$ cat src/rtl/usbpd_pkg.sv
// Shared definitions for the USB-PD protocol-layer receiver.
//   rx_state_t        : receiver state machine encoding
//   sop_t             : SOP* channel codes carried in the frame-type byte
//   ALERT_*           : bit positions inside the 16-bit ALERT register
//   HDR_*             : field positions inside the two message-header bytes
//   is_soft_reset()   : decodes a Soft_Reset control message from header fields
package usbpd_pkg;

  typedef enum logic [2:0] {
    ST_IDLE,
    ST_WAIT,
    ST_RECV,
    ST_CHECK,
    ST_SEND_GCRC,
    ST_REPORT,
    ST_DISCARD
  } rx_state_t;

  typedef enum logic [1:0] {
    SOP_DEFAULT = 2'd0,
    SOP_PRIME   = 2'd1,
    SOP_DPRIME  = 2'd2,
    SOP_DEBUG   = 2'd3
  } sop_t;

  localparam int ALERT_RX_STATUS     = 2;
  localparam int ALERT_RX_HARD_RESET = 3;
  localparam int ALERT_TX_DISCARDED  = 5;
  localparam int ALERT_RX_OVERFLOW   = 10;

  // Header low byte: [4:0] message type.
  // Header high byte: [3:1] MessageID, [6:4] number of data objects.
  localparam int HDR_TYPE_LSB  = 0;
  localparam int HDR_MSGID_LSB = 1;
  localparam int HDR_NDO_LSB   = 4;

  localparam logic [4:0] MSG_TYPE_SOFT_RESET = 5'h0D;

  function automatic logic is_soft_reset(input logic [4:0] msg_type,
                                         input logic [2:0] num_data_objs);
    return (msg_type == MSG_TYPE_SOFT_RESET) && (num_data_objs == 3'd0);
  endfunction

endpackage

$ cat src/rtl/usbpd_msgid_table.sv
// Per-SOP* MessageID table used for duplicate-message detection.
//   CLK, reset          : clock, synchronous active-high reset (all entries invalid)
//   lookup_sop/msgid    : query; hit=1 when the entry for lookup_sop is valid and
//                         holds lookup_msgid
//   wr, wr_sop, wr_msgid: store msgid for wr_sop and mark it valid
//   clr_one             : invalidate entry wr_sop (applied after a same-cycle store)
//   clr_all             : invalidate every entry
module usbpd_msgid_table #(
  parameter int NUM_SOP = 3
) (
  input  logic       CLK,
  input  logic       reset,
  input  logic [1:0] lookup_sop,
  input  logic [2:0] lookup_msgid,
  output logic       hit,
  input  logic       wr,
  input  logic [1:0] wr_sop,
  input  logic [2:0] wr_msgid,
  input  logic       clr_one,
  input  logic       clr_all
);

  logic [NUM_SOP-1:0] valid_q;
  logic [2:0]         id_q [NUM_SOP];

  always_ff @(posedge CLK) begin
    if (reset || clr_all) begin
      valid_q <= '0;
      for (int i = 0; i < NUM_SOP; i++) id_q[i] <= '0;
    end else begin
      for (int i = 0; i < NUM_SOP; i++) begin
        if (wr_sop == i[1:0]) begin
          if (wr) begin
            valid_q[i] <= 1'b1;
            id_q[i]    <= wr_msgid;
          end
          // Later assignment wins: a store followed by invalidate leaves it invalid.
          if (clr_one) valid_q[i] <= 1'b0;
        end
      end
    end
  end

  always_comb begin
    hit = 1'b0;
    for (int i = 0; i < NUM_SOP; i++) begin
      if ((lookup_sop == i[1:0]) && valid_q[i] && (id_q[i] == lookup_msgid)) hit = 1'b1;
    end
  end

endmodule

$ cat src/rtl/usbpd_rx_prl.sv
// USB-PD protocol-layer receiver. Takes the PHY byte stream, writes
// frame-type + message bytes into the RX buffer, requests GoodCRC, filters
// duplicates per SOP* channel and reports through sticky W1C ALERT bits.
//   CLK, reset                : clock, synchronous active-high reset
//   start                     : enables reception (leaves IDLE, returns from WAIT when low)
//   rx_sof/rx_sop_type        : frame start strobe and its SOP* channel
//   rx_valid/rx_data          : received byte strobe and byte (header LSB first)
//   rx_eof/rx_crc_ok          : frame end strobe and PHY CRC verdict
//   hard_reset_in/cable_reset_in : link resets, abort everything
//   tx_active                 : transmitter busy; a colliding message is discarded
//   gcrc_done                 : PHY finished the GoodCRC transmission
//   alert_clr                 : write-1-to-clear mask for alert
//   alert                     : [2] RX_STATUS [3] RX_HARD_RESET [5] TX_DISCARDED [10] RX_OVERFLOW
//   byte_count                : buffered bytes of the last reported message
//   wr_en/wr_addr/wr_data     : RX buffer write port
//   gcrc_req/gcrc_msgid/gcrc_sop : GoodCRC request and its contents
// Handshakes: rx_sof/rx_valid/rx_eof and wr_en are single-cycle strobes with no
// back-pressure; gcrc_req is a level held until gcrc_done is seen (or timeout).
// All outputs are registered: inputs in cycle N appear on outputs after edge N.
// The current state is visible on the internal signal `state`.
module usbpd_rx_prl
  import usbpd_pkg::*;
#(
  parameter int         MAX_BYTES    = 31,
  parameter int         NUM_SOP      = 3,
  parameter logic [7:0] ADDR_BASE    = 8'h31,
  parameter int         GCRC_TIMEOUT = 64
) (
  input  logic        CLK,
  input  logic        reset,
  input  logic        start,
  input  logic        rx_sof,
  input  logic [1:0]  rx_sop_type,
  input  logic        rx_valid,
  input  logic [7:0]  rx_data,
  input  logic        rx_eof,
  input  logic        rx_crc_ok,
  input  logic        hard_reset_in,
  input  logic        cable_reset_in,
  input  logic        tx_active,
  input  logic        gcrc_done,
  input  logic [15:0] alert_clr,
  output logic [15:0] alert,
  output logic [7:0]  byte_count,
  output logic        wr_en,
  output logic [7:0]  wr_addr,
  output logic [7:0]  wr_data,
  output logic        gcrc_req,
  output logic [2:0]  gcrc_msgid,
  output logic [1:0]  gcrc_sop
);

  localparam logic [7:0]  MAX_IDX  = 8'(MAX_BYTES);
  localparam logic [15:0] TMR_LAST = 16'(GCRC_TIMEOUT - 1);

  rx_state_t   state, state_n;
  logic [7:0]  idx_q, idx_n;
  logic [2:0]  msgid_q, msgid_n;
  logic [1:0]  sop_q, sop_n;
  logic [4:0]  type_q, type_n;
  logic [2:0]  ndo_q, ndo_n;
  logic        crc_q, crc_n;
  logic        ovf_q, ovf_n;
  logic [15:0] tmr_q, tmr_n;
  logic        tx_active_q;

  logic        wr_en_n;
  logic [7:0]  wr_addr_n, wr_data_n;
  logic [15:0] alert_set;
  logic        bc_load;
  logic        tbl_wr, tbl_clr_one, tbl_clr_all, tbl_hit;
  logic        sop_ok;

  assign sop_ok = (32'(rx_sop_type) < NUM_SOP);

  usbpd_msgid_table #(.NUM_SOP(NUM_SOP)) u_msgid_table (
    .CLK          (CLK),
    .reset        (reset),
    .lookup_sop   (sop_q),
    .lookup_msgid (msgid_q),
    .hit          (tbl_hit),
    .wr           (tbl_wr),
    .wr_sop       (sop_q),
    .wr_msgid     (msgid_q),
    .clr_one      (tbl_clr_one),
    .clr_all      (tbl_clr_all)
  );

  always_comb begin
    state_n     = state;
    idx_n       = idx_q;
    msgid_n     = msgid_q;
    sop_n       = sop_q;
    type_n      = type_q;
    ndo_n       = ndo_q;
    crc_n       = crc_q;
    ovf_n       = ovf_q;
    tmr_n       = tmr_q;
    wr_en_n     = 1'b0;
    wr_addr_n   = '0;
    wr_data_n   = '0;
    alert_set   = '0;
    bc_load     = 1'b0;
    tbl_wr      = 1'b0;
    tbl_clr_one = 1'b0;
    tbl_clr_all = 1'b0;

    case (state)
      ST_IDLE: if (start) state_n = ST_WAIT;

      ST_WAIT: begin
        if (!start) begin
          state_n = ST_IDLE;
        end else if (rx_sof && sop_ok) begin
          if (alert[ALERT_RX_STATUS]) begin
            // Previous message not yet read out: refuse the new one.
            alert_set[ALERT_RX_OVERFLOW] = 1'b1;
            state_n = ST_DISCARD;
          end else begin
            state_n   = ST_RECV;
            wr_en_n   = 1'b1;
            wr_addr_n = ADDR_BASE;
            wr_data_n = {6'b0, rx_sop_type};
            idx_n     = 8'd1;
            sop_n     = rx_sop_type;
            msgid_n   = '0;
            type_n    = '0;
            ndo_n     = '0;
            ovf_n     = 1'b0;
          end
        end
      end

      ST_RECV: begin
        if (tx_active && !tx_active_q) begin
          alert_set[ALERT_TX_DISCARDED] = 1'b1;
          state_n = ST_DISCARD;
        end else begin
          if (rx_valid) begin
            if (idx_q == MAX_IDX) begin
              alert_set[ALERT_RX_OVERFLOW] = 1'b1;
              ovf_n = 1'b1;
            end else begin
              wr_en_n   = 1'b1;
              wr_addr_n = ADDR_BASE + idx_q;
              wr_data_n = rx_data;
              idx_n     = idx_q + 8'd1;
              if (idx_q == 8'd1) type_n = rx_data[HDR_TYPE_LSB +: 5];
              if (idx_q == 8'd2) begin
                msgid_n = rx_data[HDR_MSGID_LSB +: 3];
                ndo_n   = rx_data[HDR_NDO_LSB +: 3];
              end
            end
          end
          if (rx_eof) begin
            crc_n   = rx_crc_ok;
            state_n = ovf_n ? ST_DISCARD : ST_CHECK;
          end
        end
      end

      ST_CHECK: begin
        if (!crc_q || (idx_q < 8'd3)) begin
          state_n = ST_WAIT;
        end else if (tx_active) begin
          alert_set[ALERT_TX_DISCARDED] = 1'b1;
          state_n = ST_DISCARD;
        end else begin
          tmr_n   = '0;
          state_n = ST_SEND_GCRC;
        end
      end

      ST_SEND_GCRC: begin
        if (gcrc_done) begin
          state_n = tbl_hit ? ST_WAIT : ST_REPORT;
        end else if (tmr_q == TMR_LAST) begin
          state_n = ST_WAIT;
        end else begin
          tmr_n = tmr_q + 16'd1;
        end
      end

      ST_REPORT: begin
        bc_load     = 1'b1;
        tbl_wr      = 1'b1;
        tbl_clr_one = is_soft_reset(type_q, ndo_q);
        alert_set[ALERT_RX_STATUS] = 1'b1;
        state_n = ST_WAIT;
      end

      ST_DISCARD: state_n = ST_WAIT;

      default: state_n = ST_IDLE;
    endcase

    // Link resets override whatever the state machine decided this cycle.
    if (hard_reset_in || cable_reset_in) begin
      state_n     = ST_WAIT;
      wr_en_n     = 1'b0;
      bc_load     = 1'b0;
      tbl_wr      = 1'b0;
      tbl_clr_one = 1'b0;
      tbl_clr_all = 1'b1;
      if (hard_reset_in) alert_set[ALERT_RX_HARD_RESET] = 1'b1;
    end
  end

  always_ff @(posedge CLK) begin
    if (reset) begin
      state       <= ST_IDLE;
      idx_q       <= '0;
      msgid_q     <= '0;
      sop_q       <= '0;
      type_q      <= '0;
      ndo_q       <= '0;
      crc_q       <= 1'b0;
      ovf_q       <= 1'b0;
      tmr_q       <= '0;
      tx_active_q <= 1'b0;
      alert       <= '0;
      byte_count  <= '0;
      wr_en       <= 1'b0;
      wr_addr     <= '0;
      wr_data     <= '0;
      gcrc_req    <= 1'b0;
      gcrc_msgid  <= '0;
      gcrc_sop    <= '0;
    end else begin
      state       <= state_n;
      idx_q       <= idx_n;
      msgid_q     <= msgid_n;
      sop_q       <= sop_n;
      type_q      <= type_n;
      ndo_q       <= ndo_n;
      crc_q       <= crc_n;
      ovf_q       <= ovf_n;
      tmr_q       <= tmr_n;
      tx_active_q <= tx_active;
      alert       <= (alert & ~alert_clr) | alert_set;
      // A report in the same cycle as a clear keeps the new count.
      if (bc_load) byte_count <= idx_q;
      else if (alert_clr[ALERT_RX_STATUS]) byte_count <= '0;
      wr_en       <= wr_en_n;
      wr_addr     <= wr_addr_n;
      wr_data     <= wr_data_n;
      gcrc_req    <= (state_n == ST_SEND_GCRC);
      gcrc_msgid  <= (state_n == ST_SEND_GCRC) ? msgid_q : 3'd0;
      gcrc_sop    <= (state_n == ST_SEND_GCRC) ? sop_q : 2'd0;
    end
  end

endmodule

$ cat config.mk
export PLATFORM = sky130hd
export DESIGN_NAME = usbpd_rx_prl
export DESIGN_NICKNAME = d
export VERILOG_FILES = /design/src/rtl/usbpd_pkg.sv /design/src/rtl/usbpd_msgid_table.sv /design/src/rtl/usbpd_rx_prl.sv
export SDC_FILE = /design/constraint.sdc
export NUM_CORES = 1
export LEC_CHECK = 0
export ABC_AREA = 0
export ABC_CLOCK_PERIOD_IN_PS = 2800
export CAP_MARGIN = 10
export CORE_MARGIN = 3
export CORE_UTILIZATION = 35
export DETAILED_ROUTE_END_ITERATION = 12
export PLACE_DENSITY_LB_ADDON = 0.15
export SETUP_SLACK_MARGIN = 0.05
export SKIP_LAST_GASP = 1
export SYNTH_ARGS = -nofsm -noshare
export SYNTH_HDL_FRONTEND = slang
export SYNTH_SLANG_ARGS = --single-unit
$ cat constraint.sdc
create_clock -name CLK -period 2.8 [get_ports CLK]
set_input_delay 0.84 -clock CLK [delete_from_list [all_inputs] [get_ports CLK]]
set_output_delay 0.84 -clock CLK [all_outputs]
set_load 0.005 [all_outputs]
==> metrics.txt <==
status finished clean; CTS tree done; Max Slew Vio Count 0; Synth Flop Type dfxtp_1; post-synthesis async set-or-reset flop share 0%; fin crit share 87.0%; Final Hold Vio Count 0; I/O Buffers 83; Clock Sink Count between 100 and 150; Crit path arrival time 2660 ps; # IOs 84; Setup Skew 11.7 ps; H-tree depth 3; synthesized cell area about 4500 um^2; pin count of the biggest net entering global routing 23; top cell type by total area after synthesis dfxtp_1; GRT overflow 0; initial antenna violation count 0; gr usage total approximately 18%; fillers between 1000 and 1500; worst-path cell chain ha_1, nor3_1, a2111oi_4, buf_4, a221o_1, nor3_4, nor4b_1; area share of the largest cell type after synthesis 41.4%; vias in the first global route between 3000 and 4000; first-pass GRT wire length 19700 um; Max Cap Viol 0; Detail Route Antenna Nets 0; PwrDens between 400 and 500 nW/um^2; Root Driver clkbuf_16; yosys warns 0; Clock transition at path regs 70 ps; share of post-route cells with drive strength above 1 10.5%; # DRC 0; DRT iter0 DRCs about 230; Combinational Power Share under 10%; multi-input logic area ~2200 um^2; # diodes 0; number of buffers added for setup after CTS 0; most common cell in the synthesized netlist dfxtp_1; overall power 2.84 mW; gp weighted congestion 0.816; CP max stage delay 570 ps; die area around 14000 um^2; leakage power 2.13 nW; synth-to-layout area growth 31.6%; Flop pwr share 52.2%; Core Region 12300 um^2; DR vias/cell 5.19; Int Power 2.19 mW; Die Y-Extent approximately 120 um; CP Max Fanout 7; slew of the pin with the lowest slew margin 749 ps; Setup CP Type reg2reg; insertion delay to the later sink of the worst-skew pair about 360 ps; Die X 119 um; initial core utilization between 30% and 40%; crit path launch type register; #FFs+latches synth 102; HP Class reg2reg; drt pass-1 iters 4; fmax 411 MHz; Post-synth EDFFs 9; Setup TNS 0 ps; register area share after synthesis 47.4%; Vias roughly 3900; critical path's slowest cell nor3_1; Routed WL 12000 um; Post-synth top cells dfxtp_1, nor2_1, a21oi_1; crit end category register; Synth Net Count 524; CTS buffer count 9; Switching Fraction 22.9%; CTS Hold Bufs 0; post-cts sizing count 0; Max-Slew Margin vs Limit around half; CP required roughly 3000 ps; wire length per cell 16.0 um; minimum clock period roughly 2400 ps; Mapped Cells 483; final net count 616; setup violators final 0; Psw about 650 uW; RSZ-0062 raised after global routing no; # rows 40; most area-consuming cells after synthesis dfxtp_1, edfxtp_1, a21oi_1, nor2_1, nor3b_1; Yosys cell types 62; Max clock buf depth 2; Register Area between 2000 and 2500 um^2; Clock Power Share approximately 42%; HPWL after DPL ~8800 um; syn avg cell area 9.31 um^2; Peak VDD IR 0.364 mV
routing by layer:
| layer | global-route usage, % | share of wire (%) | up-vias |
|---|---|---|---|
| met5 | 0 | 0 | - |
| met4 | 5.15 | 2.1 | 0 |
| met3 | 7.08 | 6.6 | 14 |
| met2 | 27.8 | 47 | 95 |
| met1 | 21.9 | 44 | 1863 |
| li1 | - | - | 1907 |
sequential cells by signal, summed over array words and instances (netlist names), 5 cells and up:
name,flops
alert,16
byte_count,8
idx_q,8
tmr_q,16
type_q,5
u_msgid_table.id_q,9
wr_addr,8
wr_data,8
final timing paths:
check	from	end	slack, ps	depth (start not counted)
worst max register to register	idx_q[1]$_SDFFE_PP0P_	gcrc_sop[0]$_SDFF_PP0_	360	7
worst min register to register	alert[7]$_SDFF_PP0_	alert[7]$_SDFF_PP0_	470	1
worst max-delay path	idx_q[1]$_SDFFE_PP0P_	gcrc_sop[0]$_SDFF_PP0_	360	7
worst min-delay path	alert[7]$_SDFF_PP0_	alert[7]$_SDFF_PP0_	470	1
placed cells by master (no fill, tap or decap), drive strengths merged, types with 7 or more instances in the layout:
| master | n |
|---|---|
| nor3b | 24 |
| or3 | 8 |
| nor2 | 48 |
| xnor2 | 7 |
| nand2 | 32 |
| clkdlybuf4s50 | 82 |
| xor2 | 16 |
| buf | 29 |
| and2 | 14 |
| nor4 | 7 |
| nand3 | 18 |
| dfxtp | 93 |
| mux2i | 14 |
| o21ai | 9 |
| nor3 | 15 |
| and3 | 11 |
| clkbuf | 11 |
| a21oi | 40 |
| nor4b | 7 |
| edfxtp | 9 |
| inv | 14 |
worst max-delay path, delay by kind of cell, from the launching register on:
kind,cells,cell delay (ps)
buffers and inverters,1,200
DFF,1,390
AOI/OAI and AO/OA,2,540
and+or+nand+nor,3,930
adders and majority gates,1,230
cell type report:
class,instances,share of cell area (%)
flip-flops and latches,102,36.0
repair buffers,111,17.7
inverters,11,0.698
clock inverters,5,0.676
clock buffers,11,4.10
multi-input cells,340,37.2
well taps,168,3.55
power groups by stage:
stage	sequential [mW]	combinational (mW)	clock, mW
after floorplan	1.52	0.0605	0
after global placement	1.52	0.155	0
after detailed placement	1.52	0.157	0
after CTS	1.48	0.157	1.24
after global routing	1.49	0.170	1.30
final	1.49	0.157	1.20
per-stage QoR:
step | hold WS, ps | worst slack (ps) | instances | cell area [um^2] | utilization (%)
floorplan | 447 | 502 | 483 | 4500 | -
global placement | 459 | 121 | 732 | 5630 | 45.9
CTS | 473 | 294 | 748 | 5910 | 48.2
global route | 491 | 145 | 748 | 5920 | 48.3
detailed placement | 463 | 75.8 | 732 | 5630 | 45.9
finish | 473 | 365 | 748 | 5920 | 48.3
cell families after synthesis:
logic type / after synthesis / share of synthesized area (%)
AO/OA/AOI/OAI: 77 / 11.8
buffers and inverters: 41 / 3.92
multiplexers: 14 / 3.12
adder cells (fa/ha/maj): 4 / 1.11
AND/OR/NAND/NOR: 222 / 28.2
flip-flops: 102 / 47.4
XOR/XNOR: 23 / 4.48
(Power assumes the default switching activity.)
